`src/rtl/riscv_small_pkg.sv`:
```
// Shared encodings for the small RV32I core control path.
// ALU operand selects, next-PC type, forward select and controller states.
package riscv_small_pkg;

    typedef enum logic [1:0] {
        SRC1_PC     = 2'd0,
        SRC1_RS1    = 2'd1,
        SRC1_FWD_MA = 2'd2,
        SRC1_FWD_WB = 2'd3
    } ctrlAluSrc1_e;

    typedef enum logic [1:0] {
        SRC2_RS2    = 2'd0,
        SRC2_IMM    = 2'd1,
        SRC2_FWD_MA = 2'd2,
        SRC2_FWD_WB = 2'd3
    } ctrlAluSrc2_e;

    typedef enum logic [1:0] {
        PC_NEXT = 2'd0,
        PC_JUMP = 2'd1,
        PC_TRAP = 2'd2
    } nextPCType_e;

    typedef enum logic [1:0] {
        RUN       = 2'd0,
        IMEM_WAIT = 2'd1,
        DMEM_WAIT = 2'd2,
        TRAP      = 2'd3
    } ctrlState_e;

    // Codes line up with the FWD_MA/FWD_WB values of both operand selects
    typedef enum logic [1:0] {
        FWD_NONE = 2'd0,
        FWD_MA   = 2'd2,
        FWD_WB   = 2'd3
    } fwd_e;

endpackage

```
`src/rtl/fwd_unit.sv`:
```
// Forward select for one EX operand; a load hit in MA is reported
// as a load-use hazard instead of being forwarded.
module fwd_unit
    import riscv_small_pkg::*;
#(
    parameter int REG_ADDR_W = 5
) (
    input  logic                  use_rs,
    input  logic [REG_ADDR_W-1:0] rs_addr,
    input  logic [REG_ADDR_W-1:0] rd_ma,
    input  logic [REG_ADDR_W-1:0] rd_wb,
    input  logic                  wr_en_ma,
    input  logic                  wr_en_wb,
    input  logic                  load_ma,
    output logic [1:0]            fwd,
    output logic                  load_use
);

    logic hit_ma;
    logic hit_wb;

    always_comb begin
        hit_ma   = use_rs & wr_en_ma & (rd_ma != '0) & (rd_ma == rs_addr);
        hit_wb   = use_rs & wr_en_wb & (rd_wb != '0) & (rd_wb == rs_addr);
        load_use = hit_ma & load_ma;
        fwd      = FWD_NONE;
        if (hit_ma) begin
            fwd = load_ma ? FWD_NONE : FWD_MA;
        end else if (hit_wb) begin
            fwd = FWD_WB;
        end
    end

endmodule

```
`src/rtl/pipeline_ctrl.sv`:
```
// Hazard/stall/flush/trap controller for the 5-stage pipeline.
// Define PIPELINE_CTRL_PERF_EN to add stall_cnt/flush_cnt counters.
module pipeline_ctrl
    import riscv_small_pkg::*;
#(
    parameter int                    DATA_WIDTH  = 32,
    parameter int                    REG_ADDR_W  = 5,
    parameter logic [DATA_WIDTH-1:0] TRAP_VECTOR = 32'h0000_0004,
    parameter int                    MEM_TIMEOUT = 15
) (
    input  logic                  clk,
    input  logic                  rst,
    input  logic                  clk_en,
    input  logic [REG_ADDR_W-1:0] rs1_addr_ex,
    input  logic [REG_ADDR_W-1:0] rs2_addr_ex,
    input  logic [REG_ADDR_W-1:0] rd0_addr_ma,
    input  logic [REG_ADDR_W-1:0] rd0_addr_wb,
    input  logic                  rd0_wr_en_ma,
    input  logic                  rd0_wr_en_wb,
    input  logic                  data_rd_en_ma,
    input  logic                  data_wr_en_ma,
    input  logic                  alu_src1_ex,
    input  logic                  alu_src2_ex,
    input  logic                  branch_taken,
    input  logic                  exception,
    input  logic [DATA_WIDTH-1:0] pc_ex,
    input  logic                  inst_ready,
    input  logic                  data_ready,
    output logic [1:0]            alu_src1,
    output logic [1:0]            alu_src2,
    output logic [1:0]            pc_sel,
    output logic [DATA_WIDTH-1:0] trap_addr,
    output logic [DATA_WIDTH-1:0] epc,
    output logic                  inst_rd_en,
    output logic                  if_id_clk_en,
    output logic                  id_ex_clk_en,
    output logic                  ex_ma_clk_en,
    output logic                  ma_wb_clk_en,
    output logic                  if_id_flush,
    output logic                  id_ex_flush,
    output logic                  ex_ma_flush,
    output logic                  mem_timeout
`ifdef PIPELINE_CTRL_PERF_EN
    ,
    output logic [31:0]           stall_cnt,
    output logic [31:0]           flush_cnt
`endif
);

    localparam int CNT_W = $clog2(MEM_TIMEOUT + 1);
    localparam logic [CNT_W-1:0] CNT_LAST = CNT_W'(MEM_TIMEOUT - 1);

    logic [1:0]       fwd1;
    logic [1:0]       fwd2;
    logic             lu1;
    logic             lu2;
    ctrlState_e       state;
    ctrlState_e       state_nxt;
    logic [CNT_W-1:0] wait_cnt;
    logic [CNT_W-1:0] wait_cnt_nxt;
    logic             dwait;
    logic             iwait;
    logic             waiting;
    logic             load_use;
    logic             timeout;
    logic             trap;

    fwd_unit #(.REG_ADDR_W(REG_ADDR_W)) u_fwd1 (
        .use_rs   (alu_src1_ex),
        .rs_addr  (rs1_addr_ex),
        .rd_ma    (rd0_addr_ma),
        .rd_wb    (rd0_addr_wb),
        .wr_en_ma (rd0_wr_en_ma),
        .wr_en_wb (rd0_wr_en_wb),
        .load_ma  (data_rd_en_ma),
        .fwd      (fwd1),
        .load_use (lu1)
    );

    fwd_unit #(.REG_ADDR_W(REG_ADDR_W)) u_fwd2 (
        .use_rs   (~alu_src2_ex),
        .rs_addr  (rs2_addr_ex),
        .rd_ma    (rd0_addr_ma),
        .rd_wb    (rd0_addr_wb),
        .wr_en_ma (rd0_wr_en_ma),
        .wr_en_wb (rd0_wr_en_wb),
        .load_ma  (data_rd_en_ma),
        .fwd      (fwd2),
        .load_use (lu2)
    );

    assign alu_src1  = (fwd1 != FWD_NONE) ? fwd1 : {1'b0, alu_src1_ex};
    assign alu_src2  = (fwd2 != FWD_NONE) ? fwd2 : {1'b0, alu_src2_ex};
    assign trap_addr = TRAP_VECTOR;

    // Watchdog counts consecutive memory-wait cycles, pulsing on the last allowed one
    always_comb begin
        dwait    = (data_rd_en_ma | data_wr_en_ma) & ~data_ready;
        iwait    = ~inst_ready;
        waiting  = dwait | iwait;
        load_use = lu1 | lu2;
        timeout  = clk_en & waiting & (state != TRAP) & (wait_cnt == CNT_LAST);
        trap     = clk_en & (exception | timeout);
    end

    always_comb begin
        state_nxt    = state;
        wait_cnt_nxt = wait_cnt;
        if (clk_en) begin
            if (trap) begin
                state_nxt = TRAP;
            end else if (state == TRAP) begin
                state_nxt = RUN;
            end else if (dwait) begin
                state_nxt = DMEM_WAIT;
            end else if (iwait) begin
                state_nxt = IMEM_WAIT;
            end else begin
                state_nxt = RUN;
            end
            if (trap || state == TRAP || !waiting) begin
                wait_cnt_nxt = '0;
            end else begin
                wait_cnt_nxt = wait_cnt + CNT_W'(1);
            end
        end
    end

    always_comb begin
        if_id_clk_en = 1'b1;
        id_ex_clk_en = 1'b1;
        ex_ma_clk_en = 1'b1;
        ma_wb_clk_en = 1'b1;
        if_id_flush  = 1'b0;
        id_ex_flush  = 1'b0;
        ex_ma_flush  = 1'b0;
        pc_sel       = PC_NEXT;
        inst_rd_en   = 1'b1;
        mem_timeout  = 1'b0;
        if (rst) begin
            inst_rd_en = 1'b1;
        end else if (!clk_en) begin
            if_id_clk_en = 1'b0;
            id_ex_clk_en = 1'b0;
            ex_ma_clk_en = 1'b0;
            ma_wb_clk_en = 1'b0;
            inst_rd_en   = 1'b0;
        end else if (trap) begin
            pc_sel      = PC_TRAP;
            if_id_flush = 1'b1;
            id_ex_flush = 1'b1;
            ex_ma_flush = 1'b1;
            mem_timeout = timeout;
        end else if (dwait) begin
            if_id_clk_en = 1'b0;
            id_ex_clk_en = 1'b0;
            ex_ma_clk_en = 1'b0;
            ma_wb_clk_en = 1'b0;
        end else if (load_use) begin
            if_id_clk_en = 1'b0;
            id_ex_clk_en = 1'b0;
            ex_ma_flush  = 1'b1;
        end else if (iwait) begin
            if_id_clk_en = 1'b0;
            id_ex_flush  = 1'b1;
        end else if (branch_taken) begin
            pc_sel      = PC_JUMP;
            if_id_flush = 1'b1;
        end
    end

    always_ff @(posedge clk or posedge rst) begin
        if (rst) begin
            state    <= RUN;
            wait_cnt <= '0;
            epc      <= '0;
        end else begin
            state    <= state_nxt;
            wait_cnt <= wait_cnt_nxt;
            if (trap) begin
                epc <= pc_ex;
            end
        end
    end

`ifdef PIPELINE_CTRL_PERF_EN
    logic stalled;
    logic flushed;

    assign stalled = clk_en & ~trap & (dwait | load_use | iwait);
    assign flushed = if_id_flush | id_ex_flush | ex_ma_flush;

    always_ff @(posedge clk or posedge rst) begin
        if (rst) begin
            stall_cnt <= '0;
            flush_cnt <= '0;
        end else begin
            if (stalled && stall_cnt != '1) begin
                stall_cnt <= stall_cnt + 32'd1;
            end
            if (flushed && flush_cnt != '1) begin
                flush_cnt <= flush_cnt + 32'd1;
            end
        end
    end
`endif

endmodule
```
`config.mk`:
```
export PLATFORM = sky130hd
export DESIGN_NAME = pipeline_ctrl
export DESIGN_NICKNAME = d
export VERILOG_FILES = /design/src/rtl/riscv_small_pkg.sv /design/src/rtl/fwd_unit.sv /design/src/rtl/pipeline_ctrl.sv
export SDC_FILE = /design/constraint.sdc
export NUM_CORES = 1
export LEC_CHECK = 0
export CAP_MARGIN = 20
export CORE_MARGIN = 10
export CORE_UTILIZATION = 37
export DETAILED_ROUTE_END_ITERATION = 6
export PLACE_DENSITY = 0.87
export SLEW_MARGIN = 20
export SYNTH_ARGS = -nofsm -noshare
export SYNTH_HDL_FRONTEND = slang
export SYNTH_SLANG_ARGS = --single-unit
```
`constraint.sdc`:
```
create_clock -name clk -period 4.34 [get_ports clk]
set_input_delay 1.302 -clock clk [delete_from_list [all_inputs] [get_ports clk]]
set_output_delay 1.302 -clock clk [all_outputs]
set_load 0.01 [all_outputs]
```
==> flow_summary.toml <==
[run_status]
status = "complete, no violations"

[floorplanning]
die_x_um = 99.1
initial_core_util_pct = 38.6
num_rows = 28
dieArea_um2 = 9820
die_y_um = 99.1
io_pins = 144
core-area_um2 = 5990

[global_routing]
gr-total-overflow = 0
grt_pass1_vias = 2310
antenna_found_initial = 0
track_usage_pct = 14.5
grt_max_degree = 33
grt_pass1_wl_um = 11800

[sta]
whs_ns = 0.500
hold_violations = 0
slew_viol_final = 0
fmax_mhz = 234
period_share_pct = 98.6
tns_ns = 0
worst_clock_skew_ns = 0.00600
finalCriticalPeriod_ns = 4.28
setup_viol = 0

[setup_path]
critical_path_required_ns = 3.04
crit_chain = "clkdlybuf4s50_1 > or4_4 > o21ai_2 > buf_4 > nor2_2 > o31ai_1 > buf_2"
r2r_end = "epc[29]"
slowest_stage = "clkdlybuf4s50_1"
r2r_slack_ns = 2.09
end_kind = "output port"
critPathMaxStageDelay_ns = 0.42
arrival_ns = 2.98
worstRegToRegCells = 7
r2r_start = "wait_cnt[0]"
critPathKind = "in -> out"
worstSetupStartpointType = "primary input"
cp_max_fo = 3

[logic_synthesis]
async_reset_ff_share_pct = 100
netlist.area_leader.share_pct = 41.1
synth.cell_area_um2 = 2310
synth.distinct_cells = 40
synth_flop_cell = "dfrtp_1"
ys_seq_elements = 38
synth.avg_cell_area_um2 = 11.1
yosysSeqAreaShare_pct = 41.1
yosysTopAreaCell = "dfrtp_1"
synth_edf_count = 0
syn_inst = 209
synthTopCellsByArea = "dfrtp_1 (41%), mux2_2 (13%), buf_4 (11%), xnor2_1 (3.8%), xor2_1 (3.8%)"
synth_warnings = 0

[routing]
dr.first_iter.drc_count = 67
via_count = 2062
first_pass_iters = 4
remaining_drc_errors = 0
wl_um = 7580
wire_per_inst_um = 17.1
viasPerCell = 4.65
drtAntennaViolNets = 0

[hold_path]
hold_path.class = "reg -> reg"
holdPathStages = 1
whs_endpoint = "wait_cnt[3]"
min_from = "wait_cnt[3]"

[cells_and_area]
fin_util_pct = 64.4
diodes = 0
layout_common_cells = "clkdlybuf4s50_1 (84), buf_4 (47), dfrtp_1 (38)"
syn_to_final_growth_pct = 66.7
fill_cells = 458
drive_gt1_share_pct = 33.4
nets = 434
final_design_area_no_fill_um2 = 3860
mostFrequentLayoutCell = "clkdlybuf4s50_1"

[placed_design]
dpl_cell_area_um2 = 3630
gp_congestion = 0.902
io_buffer_count = 111
dpl.hpwl_um = 6130

[pwr]
total_power_mw = 1.07
ir_worst_vdd_v = 0.000165
powerDensity_nw_per_um2 = 276
total_leakage_power_nw = 1.78

[clock_network]
clock_sinks = 38
cts_root_buffer = "clkbuf_8"
clk_path_buf_depth = 2
clk_latency_ns = 0.28
h-tree-depth = 2
clk_pin_slew_worst_paths_ns = 0.07
cts_buffers = 5
ctsHoldBuffers = 0
cts_tree = "yes"

[flow_run]
maxCapViolCount = 0
-- state kept, by name, indices dropped and copies added, names as in the netlist --
| signal | cells |
|---|---|
| wait_cnt | 4 |
| epc | 32 |
| state | 2 |
-- cell usage after synthesis, drive strengths merged (2+ instances only) --
library cell,number
dfrtp,38
buf,37
mux2,32
xnor2,10
xor2,10
nand2,9
o21ai,8
inv,7
a21oi,5
nor2,5
nand3,4
nor4,4
o31ai,4
nand2b,3
nand4,3
nor3,3
a21boi,2
and2,2
conb,2
ha,2
o21bai,2
o41ai,2
or2,2
or3,2
or4,2
-- critical path: cells and delay by family --
kind	cells	cell delay (ns)
buffers and inverters	3	0.78
AND/OR/NAND/NOR	2	0.46
AO/OA/AOI/OAI	2	0.43
-- worst max path at each step --
stage                   start      endpoint  slack, ns  cells after the start
6_report       rd0_addr_ma[0]   alu_src1[1]       0.06                      7
3_5_place_dp   rd0_addr_ma[1]  if_id_clk_en      -0.47                      7
4_1_cts        rd0_addr_ma[0]   alu_src1[0]       0.01                      7
2_1_floorplan             rst   id_ex_flush       0.34                      5
3_3_place_gp   rd0_addr_ma[1]  if_id_clk_en      -0.47                      7
5_1_grt        rd0_addr_wb[1]   alu_src2[0]      -0.01                      8
-- metrics by stage --
step / instances / worst slack [ns]
2_1_floorplan: 239 / 0.339
3_3_place_gp: 426 / -0.466
3_5_place_dp: 426 / -0.473
4_1_cts: 439 / 0.0127
5_1_grt: 443 / -0.0106
6_report: 443 / 0.0620
-- logic make-up (layout without fill, tap and decap cells) --
kind of cell             count (synthesis)  after routing  share of synthesized area [%]
AO/OA/AOI/OAI                           28             28                           9.19
buffers and inverters                   45            174                           14.0
AND/OR/NAND/NOR                         41             41                           9.95
multiplexers                            33             33                           16.8
adder cells (fa/ha/maj)                  2              2                           1.08
XOR/XNOR                                20             20                           7.57
flip-flops                              38             38                           41.1
other                                    2             32                          0.325
-- routing by layer --
layer  up-vias  share of wire, %  wire length [µm]  global-route usage (%)
li1        974                 -                 -                       -
met1       957                38              2880                    15.8
met2       122                50              3760                    24.6
met3         9                11               841                    6.28
met4         0               1.3                95                    4.85
met5         -                 0                 0                       0
-- what timing repair did --
action	in CTS	in global routing
gates resized for setup	66	19
endpoints found under the setup margin	14	9
pin swaps	11	9
endpoints found under the hold margin	0	0
gates cloned	0	0
buffers inserted	5	4
-- power by group --
group	internal [mW]	leakage, nW	switching, mW
Combinational	0.218	1.27	0.149
Clock	0.160	0.0575	0.112
Sequential	0.402	0.452	0.0242
-- area by class of cell --
class | count | area (µm²) | share of cell area, %
Clock buffer | 8 | 110 | 2.85
Inverter | 7 | 26.3 | 0.681
Multi-Input combinational cell | 156 | 1250 | 32.4
Sequential cell | 38 | 951 | 24.7
Tap cell | 75 | 93.8 | 2.43
Timing Repair Buffer | 159 | 1430 | 37.0
Note: power is estimated with default switching activity, not from simulation.
